**config.mk**
```make
export PLATFORM = sky130hd
export DESIGN_NAME = sprite_compositor
export DESIGN_NICKNAME = d
export VERILOG_FILES = /design/src/rtl/sprite_compositor.sv
export SDC_FILE = /design/constraint.sdc
export NUM_CORES = 1
export LEC_CHECK = 0
export CAP_MARGIN = 20
export CORE_AREA = 2 2 404 406
export DETAILED_ROUTE_END_ITERATION = 8
export DIE_AREA = 0 0 406 408
export DONT_BUFFER_PORTS = 1
export PLACE_DENSITY = 0.33
export SETUP_SLACK_MARGIN = 0.05
export SLEW_MARGIN = 20
export SYNTH_ARGS = -nofsm -noshare
export SYNTH_HDL_FRONTEND = slang
export SYNTH_SLANG_ARGS = --single-unit
```
**constraint.sdc**
```tcl
create_clock -name Clk -period 4.27 [get_ports Clk]
set_input_delay 0.6405 -clock Clk [delete_from_list [all_inputs] [get_ports Clk]]
set_output_delay 0.6405 -clock Clk [all_outputs]
set_load 0.02 [all_outputs]
```
**src/rtl/sprite_compositor.sv**
```systemverilog
// Three-stage pixel compositor: per-sprite hit test (S1), ROM row fetch (S2),
// priority mux and sticky collision flags (S3).
module sprite_compositor #(
    parameter int          NUM_SPRITES = 4,
    parameter int          SPRITE_SIZE = 32,
    parameter int          FRAME_BITS  = 2,
    parameter int          H_RES       = 640,
    parameter int          V_RES       = 480,
    parameter logic [23:0] MAP_COLOR   = 24'h0000FF,
    parameter logic [23:0] BG_COLOR    = 24'h000000,
    localparam int         SW          = $clog2(SPRITE_SIZE),
    localparam int         AW          = FRAME_BITS + SW
) (
    input  logic                              Clk,
    input  logic                              Reset_n,
    input  logic [9:0]                        DrawX,
    input  logic [9:0]                        DrawY,
    input  logic                              PixelValid,
    input  logic                              FrameStart,
    input  logic [NUM_SPRITES-1:0]            SpriteEnable,
    input  logic [NUM_SPRITES*10-1:0]         SpriteX,
    input  logic [NUM_SPRITES*10-1:0]         SpriteY,
    input  logic [NUM_SPRITES*FRAME_BITS-1:0] SpriteFrame,
    input  logic [NUM_SPRITES*24-1:0]         SpriteColor,
    output logic [NUM_SPRITES*AW-1:0]         SpriteRomAddr,
    input  logic [NUM_SPRITES*SPRITE_SIZE-1:0] SpriteRomData,
    output logic [9:0]                        MapRomAddr,
    input  logic [H_RES-1:0]                  MapRomData,
    output logic [7:0]                        Red,
    output logic [7:0]                        Green,
    output logic [7:0]                        Blue,
    output logic                              OutValid,
    output logic [NUM_SPRITES-1:0]            CollisionMap,
    output logic [NUM_SPRITES-1:0]            CollisionPlayer
);

    localparam logic [10:0] SIZE11 = 11'(SPRITE_SIZE);
    localparam logic [10:0] HRES11 = 11'(H_RES);
    localparam logic [10:0] VRES11 = 11'(V_RES);

    logic [NUM_SPRITES-1:0]    hit_d;
    logic [NUM_SPRITES*SW-1:0] col_d;
    logic [NUM_SPRITES*AW-1:0] addr_d;
    logic                      in_range_d;

    logic                      s1_valid_q, s1_inr_q;
    logic [9:0]                s1_x_q;
    logic [NUM_SPRITES-1:0]    s1_hit_q;
    logic [NUM_SPRITES*SW-1:0] s1_col_q;
    logic [NUM_SPRITES*24-1:0] s1_color_q;

    logic                      s2_valid_q, s2_inr_q;
    logic [9:0]                s2_x_q;
    logic [NUM_SPRITES-1:0]    s2_hit_q;
    logic [NUM_SPRITES*SW-1:0] s2_col_q;
    logic [NUM_SPRITES*24-1:0] s2_color_q;

    logic [NUM_SPRITES-1:0]    opaque;
    logic                      maze_bit, pix_ok;
    logic [23:0]               color, rgb_d, rgb_q;
    logic                      found;
    logic [NUM_SPRITES-1:0]    map_set, ply_set;
    logic [NUM_SPRITES-1:0]    coll_map_d, coll_map_q, coll_ply_d, coll_ply_q;

    assign in_range_d = ({1'b0, DrawX} < HRES11) && ({1'b0, DrawY} < VRES11);

    // 11-bit differences: a pixel left of/above the sprite never aliases into it
    for (genvar g = 0; g < NUM_SPRITES; g++) begin : g_sprite
        logic [10:0]            dx, dy;
        logic [SPRITE_SIZE-1:0] row;
        assign dx = {1'b0, DrawX} - {1'b0, SpriteX[10*g +: 10]};
        assign dy = {1'b0, DrawY} - {1'b0, SpriteY[10*g +: 10]};
        assign hit_d[g] = SpriteEnable[g]
                          && (DrawX >= SpriteX[10*g +: 10]) && (dx < SIZE11)
                          && (DrawY >= SpriteY[10*g +: 10]) && (dy < SIZE11);
        assign col_d[SW*g +: SW]  = dx[SW-1:0];
        assign addr_d[AW*g +: AW] = {SpriteFrame[FRAME_BITS*g +: FRAME_BITS], dy[SW-1:0]};
        assign row       = SpriteRomData[SPRITE_SIZE*g +: SPRITE_SIZE];
        assign opaque[g] = s2_hit_q[g] & row[s2_col_q[SW*g +: SW]];
    end

    always_comb begin
        pix_ok   = s2_valid_q & s2_inr_q;
        maze_bit = MapRomData[s2_x_q];
        color    = maze_bit ? MAP_COLOR : BG_COLOR;
        found    = 1'b0;
        for (int unsigned i = 0; i < NUM_SPRITES; i++) begin
            if (!found && opaque[i]) begin
                color = s2_color_q[24*i +: 24];
                found = 1'b1;
            end
        end
        rgb_d   = pix_ok ? color : '0;
        map_set = pix_ok ? (opaque & {NUM_SPRITES{maze_bit}}) : '0;
        ply_set = (pix_ok && opaque[0]) ? opaque : '0;
        ply_set[0] = 1'b0;
        coll_map_d = (FrameStart ? '0 : coll_map_q) | map_set;
        coll_ply_d = (FrameStart ? '0 : coll_ply_q) | ply_set;
    end

    always_ff @(posedge Clk or negedge Reset_n) begin
        if (!Reset_n) begin
            s1_valid_q    <= 1'b0;
            s1_inr_q      <= 1'b0;
            s1_x_q        <= '0;
            s1_hit_q      <= '0;
            s1_col_q      <= '0;
            s1_color_q    <= '0;
            SpriteRomAddr <= '0;
            MapRomAddr    <= '0;
            s2_valid_q    <= 1'b0;
            s2_inr_q      <= 1'b0;
            s2_x_q        <= '0;
            s2_hit_q      <= '0;
            s2_col_q      <= '0;
            s2_color_q    <= '0;
            rgb_q         <= '0;
            OutValid      <= 1'b0;
            coll_map_q    <= '0;
            coll_ply_q    <= '0;
        end else begin
            s1_valid_q    <= PixelValid;
            s1_inr_q      <= in_range_d;
            s1_x_q        <= DrawX;
            s1_hit_q      <= hit_d;
            s1_col_q      <= col_d;
            s1_color_q    <= SpriteColor;
            SpriteRomAddr <= addr_d;
            MapRomAddr    <= DrawY;
            s2_valid_q    <= s1_valid_q;
            s2_inr_q      <= s1_inr_q;
            s2_x_q        <= s1_x_q;
            s2_hit_q      <= s1_hit_q;
            s2_col_q      <= s1_col_q;
            s2_color_q    <= s1_color_q;
            rgb_q         <= rgb_d;
            OutValid      <= s2_valid_q;
            coll_map_q    <= coll_map_d;
            coll_ply_q    <= coll_ply_d;
        end
    end

    assign Red             = rgb_q[23:16];
    assign Green           = rgb_q[15:8];
    assign Blue            = rgb_q[7:0];
    assign CollisionMap    = coll_map_q;
    assign CollisionPlayer = coll_ply_q;

endmodule

```
=== Word-level counts from Yosys, hierarchy flattened ===
Index checks and enable logic that the tools add are counted.

* Add/subtract/negate cells: 8
* $lt $le $gt $ge: 23
* Muxes and demuxes: 23
* Bitwise gates (word level): 8
* Reductions and logical operators: 24

{| class="wikitable"
|+ Operators with widths
! cell !! count
|-
| 24-bit two-way mux || 5
|-
| 11-bit by 6-bit < comparator with 1-bit output, second input constant || 8
|-
| 10-bit by 10-bit subtractor with 11-bit output || 8
|-
| 10-bit >= comparator || 8
|-
| 5-bit by 6-bit < comparator with 1-bit output, second input constant || 4
|-
| 1-bit logical AND || 21
|-
| 1-bit binary-select mux with 5-bit select || 4
|-
| 4-bit two-way mux || 4
|-
| 10-bit by 11-bit < comparator with 1-bit output, second input constant || 1
|-
| 1-bit binary-select mux with 10-bit select || 1
|-
| 10-bit < comparator, second input constant || 1
|-
| 10-bit by 9-bit < comparator with 1-bit output, second input constant || 1
|-
| 1-bit two-way mux || 8
|-
| 8-bit two-way mux || 1
|-
| 4-bit OR || 2
|-
| 1-bit AND || 5
|-
| 4-bit AND || 1
|-
| 1-bit zero test || 3
|}

* Bits in registers: 335
* Input bits: 980
* Output and inout bits: 71
* Word-level logic and storage cells: 104

=== Logic depth before layout (Yosys ltp) ===
* Depth in word-level cells: 14
* Gate-level depth with buffers: 14
* Depth with buffers taken out: 12

=== Least setup slack after synthesis ===
No wires, ideal clock.

* Kind: input to register
* Start: input port DrawY[0]
* End: register s1_hit_q[3]
* Setup time: 0.101 ns
* Data arrival time: 2.879 ns
* Data required time: 4.169 ns
* Slack: 1.290 ns
* Cell stages on the path: 12
* Buffers on the path: 0
* Cells stage by stage: inv_1 -> ha_1 -> fa_1 -> nor2b_1 -> o21ai_0 -> a21boi_0 -> o21ai_0 -> a21boi_0 -> o311a_1 -> o211ai_1 -> a211o_1 -> nor4_1

* Cells in the longest elaborated chain, start to end: 3
* Elaborated cells on any way between the ends: 5

{| class="wikitable"
|+ Ends and longest elaborated chain
! element !! RTL line !! text
|-
| from (decl) || 17 || <nowiki>input logic [9:0] DrawY,</nowiki>
|-
| 10-bit by 10-bit subtractor with 11-bit output / 10-bit >= comparator (equally long branches) || 72, 75 ||
|-
| 11-bit by 6-bit < comparator with 1-bit output / 1-bit logical AND (equally long branches) || 75 || <nowiki>&& (DrawY >= SpriteY[10*g +: 10]) && (dy < SIZE11);</nowiki>
|-
| 1-bit logical AND * || 75 ||
|-
| net hit_d[3] || 41 || <nowiki>logic [NUM_SPRITES-1:0] hit_d;</nowiki>
|-
| to (signal assigned) || 125 || <nowiki>s1_hit_q <= hit_d;</nowiki>
|-
| to (decl) || 48 || <nowiki>logic [NUM_SPRITES-1:0] s1_hit_q;</nowiki>
|}

Mark *: on every way through the listed nets, which the timed path passes. The rest lies on a longest branch.

=== Final worst setup path ===
* Start: register s2_x_q[0]
* End: register rgb_q[7]

* Cells in the longest elaborated chain, start to end: 8

{| class="wikitable"
|+ Ends and longest elaborated chain
! element !! RTL line !! text
|-
| from (decl) || 53 || <nowiki>logic [9:0] s2_x_q;</nowiki>
|-
| from (signal assigned) || 132 || <nowiki>s2_x_q <= s1_x_q;</nowiki>
|-
| 1-bit binary-select mux with 10-bit select || 84 || <nowiki>maze_bit = MapRomData[s2_x_q];</nowiki>
|-
| 1-bit two-way mux (not written as such) || 84 ||
|-
| 8-bit two-way mux || 85 || <nowiki>color = maze_bit ? MAP_COLOR : BG_COLOR;</nowiki>
|-
| 24-bit two-way mux (4 in a row) || 88 || <nowiki>if (!found && opaque[i]) begin</nowiki>
|-
| 24-bit two-way mux || 93 || <nowiki>rgb_d = pix_ok ? color : '0;</nowiki>
|-
| net rgb_d[7] || 60 || <nowiki>logic [23:0] color, rgb_d, rgb_q;</nowiki>
|-
| to (signal assigned) || 136 || <nowiki>rgb_q <= rgb_d;</nowiki>
|-
| to (decl) || 60 ||
|}

The timed path passes the listed nets, and every way through them passes these cells. The select of a mux whose other input is x is not followed.

==> impl_metrics.json <==
{
  "insertion_delay_ps": 590,
  "layout-drive-gt1-share_pct": 22.8,
  "slew_headroom_pct": 21.8,
  "io_buffers": 0,
  "seqPwrFrac_pct": 41.1,
  "dr.pass1.iters": 5,
  "grt_pass1_vias": 15100,
  "hold_slack_ps": -250,
  "fin_skew_ps": 19.2,
  "synth.net_count": 2558,
  "die-area_um2": 166000,
  "setup_ws_ps": 285,
  "finalSetupViolCount": 0,
  "hold_viol": 280,
  "cp-start-kind": "flop",
  "worstPathArrival_ps": 4460,
  "rsz0062_at_grt": "no",
  "placedInstanceArea_um2": 21800,
  "power_mw": 8.77,
  "min_period_over_period_pct": 93.3,
  "yosysMostFrequentCell": "dfrtp_1",
  "cts_tree": "built",
  "antenna_found_initial": 71,
  "synth_cells": 1490,
  "synth.avg_cell_area_um2": 12.7,
  "grt_overflow_total": 0,
  "cp_num_buf_inv": 3,
  "wl_per_cell_um": 27.2,
  "path_cells": "buf_6, buf_4, mux4_2, mux2i_1, o21ai_0, a2111oi_4, nor3_1, nor3_2, nand3_2, buf_12, a2111o_1, o211a_1",
  "fp.dieH_um": 408,
  "ff2ff_path_depth": 12,
  "cp.depth": 12,
  "cap_violations": 0,
  "syn_area_um2": 19000,
  "ioPinCount": 1051,
  "p_sw_share_pct": 27.5,
  "syn_to_final_growth_pct": 23.4,
  "drt-total-wl_mm": 102,
  "critPathKind": "reg2reg",
  "ys_warn_count": 0,
  "hold_path.class": "in2async",
  "grt_max_degree": 335,
  "p_per_area_nw_per_um2": 375,
  "core_um2": 162000,
  "crit_required_ps": 4740,
  "ys_seq_area_share_pct": 44.0,
  "drt_iter0_markers": 834,
  "ys_ff_latch": 334,
  "endpoint_kind": "flop",
  "fin_area_um2": 23400,
  "crit_path_max_incr_delay_ps": 650,
  "route.vias.total": 13700,
  "synth_cell_types": 71,
  "slew_viol_final": 0,
  "place_hpwl_mm": 85.4,
  "cp_top_family": "compound AO/OA/AOI/OAI gates",
  "ys.flop_type": "dfrtp_1",
  "grt_pass1_wl_mm": 133,
  "violations": "negative hold slack",
  "min_period_ps": 3990,
  "n_fill_cell": 18000,
  "internal_power_mw": 6.36,
  "htree_levels": 2,
  "rows": 148,
  "nNetsFinal": 2569,
  "worst_slew_pin_slew_ps": 1170,
  "root_buffer": "clkbuf_16",
  "cts.sinks": 334,
  "clkTransAtPathRegs_ps": 60,
  "drc_errors": 0,
  "pwr-share-comb_pct": 15.3,
  "max_freq_ghz": 0.251,
  "clockBufferDepth": 3,
  "synth_async_sr_flop_share_pct": 100,
  "synth_area_leader_cell": "dfrtp_1",
  "vias_per_cell": 3.67,
  "cp_slowest_cell": "a2111oi_4",
  "synth_top_area_share_pct": 44.0,
  "status": "finished, violations left",
  "gp_congestion": 0.859,
  "power.share.clock_pct": 43.6,
  "synth.area.top_cells": "dfrtp_1 (44%), mux4_2 (21%), ha_1 (5.3%)",
  "synth_common_cells": "dfrtp_1 (334), mux4_2 (177), inv_1 (141)",
  "critPathMaxFanout": 14,
  "die_x_um": 406,
  "track_usage_pct": 11.8,
  "cts_buffers": 41,
  "ant_nets": 0,
  "ir_drop_mv": 0.329,
  "netSwitchingPower_mw": 2.41,
  "synth-edff-count": 0,
  "p_leak_nw": 9.16,
  "start_util_pct": 11.7,
  "post-place-ws_ps": -204
}
[layer usage]
layer / vias to the layer above / GRT usage [%] / part of all wire [%]
li1: 5732 / - / -
met1: 6945 / 12.1 / 35
met2: 816 / 22.4 / 54
met3: 196 / 3.28 / 7.7
met4: 22 / 4.11 / 3.7
met5: - / 0 / 0.14
[power groups by stage]
stage                     combinational [mW]  clock, mW  sequential, mW
final                                   1.34       3.82            3.61
after global routing                    1.46       4.14            3.64
after CTS                               1.38       4.01            3.62
after detailed placement                1.36          0            3.67
after global placement                  1.34          0            3.67
after floorplan                         1.01          0            3.54
[area by class of cell]
cell class	instances	area, µm²	area share (%)
inverters	144	541	2.31
well taps	2175	2720	11.6
repair buffers	52	479	2.05
clock inverters	19	305	1.30
flip-flops and latches	334	8370	35.7
diodes	26	65.1	0.278
clock buffers	56	1200	5.14
multi-input cells	928	9730	41.6
[metrics by stage]
stage / setup TNS, ps / hold slack [ps] / cells / util, %
2_1_floorplan: 0 / 331 / 1490 / -
3_3_place_gp: -10540 / 332 / 3631 / 13.5
3_5_place_dp: -1210 / 335 / 3633 / 13.5
4_1_cts: 0 / -325 / 3708 / 14.4
5_1_grt: 0 / -313 / 3729 / 14.5
6_report: 0 / -250 / 3734 / 14.5
[timing repair]
item / 4_1_cts / 5_1_grt
setup buffers: 0 / 0
endpoints found under the hold margin: 334 / 334
setup endpoints to repair: 12 / 1
pin swaps: 2 / 1
resized for setup: 2 / 1
[layout by cell type, fill, tap and decap left out, drive strengths merged, types with 8 or more instances in the layout]
| cell | synthesis | layout |
|---|---|---|
| dfrtp | 334 | 334 |
| mux4 | 177 | 177 |
| inv | 144 | 151 |
| ha | 80 | 80 |
| clkbuf | 38 | 56 |
| mux2i | 54 | 54 |
| o21ai | 52 | 52 |
| buf | 46 | 52 |
| a21oi | 51 | 51 |
| nor2 | 48 | 48 |
| a22oi | 46 | 46 |
| nand2 | 41 | 41 |
| o22ai | 38 | 38 |
| diode | 0 | 26 |
| nand3 | 25 | 25 |
| nor2b | 25 | 25 |
| nor3 | 18 | 18 |
| a21o | 17 | 17 |
| nand2b | 16 | 16 |
| xor2 | 16 | 16 |
| xnor2 | 16 | 16 |
| mux2 | 16 | 16 |
| nand3b | 15 | 15 |
| nor4 | 15 | 15 |
| a31oi | 13 | 13 |
| a21boi | 11 | 11 |
| a22o | 11 | 11 |
| a211oi | 10 | 10 |
| nand4 | 10 | 10 |
| a221oi | 10 | 10 |
| o211ai | 8 | 8 |
| a2111o | 8 | 8 |
| o211a | 8 | 8 |
| fa | 8 | 8 |
[state kept, by name (all words and copies together) (netlist names), 10 cells and up]
name and flops:
MapRomAddr 10, SpriteRomAddr 28, rgb_q 24, s1_col_q 20
s1_color_q 96, s1_x_q 10, s2_col_q 20, s2_color_q 96
s2_x_q 10
[path summary, 6_finish.rpt]
| path | start | endpoint | slack, ps |
|---|---|---|---|
| setup / recovery | s2_x_q[0] | rgb_q[7] | 280 |
| hold / removal | Reset_n | s1_color_q[27] | -250 |
| setup reg to reg | s2_x_q[0] | rgb_q[7] | 280 |
| hold reg to reg | s1_color_q[8] | s2_color_q[8] | 330 |
| max in group asynchronous | Reset_n | s2_x_q[0] | 3420 |
| min in group Clk | SpriteColor[46] | s1_color_q[46] | 80 |
[kinds of logic (layout without fill, tap and decap cells)]
kind of cell	after synthesis	count (layout)	synth area share (%)
flops	334	334	44.0
compound gates	323	323	11.8
mux	247	247	24.8
simple gates	237	237	6.70
buf+inv	228	271	5.06
fa+ha+maj	88	88	6.12
xor+xnor	32	32	1.48
other cells	1	27	0.0198
Power figures use the tool's default switching activity.
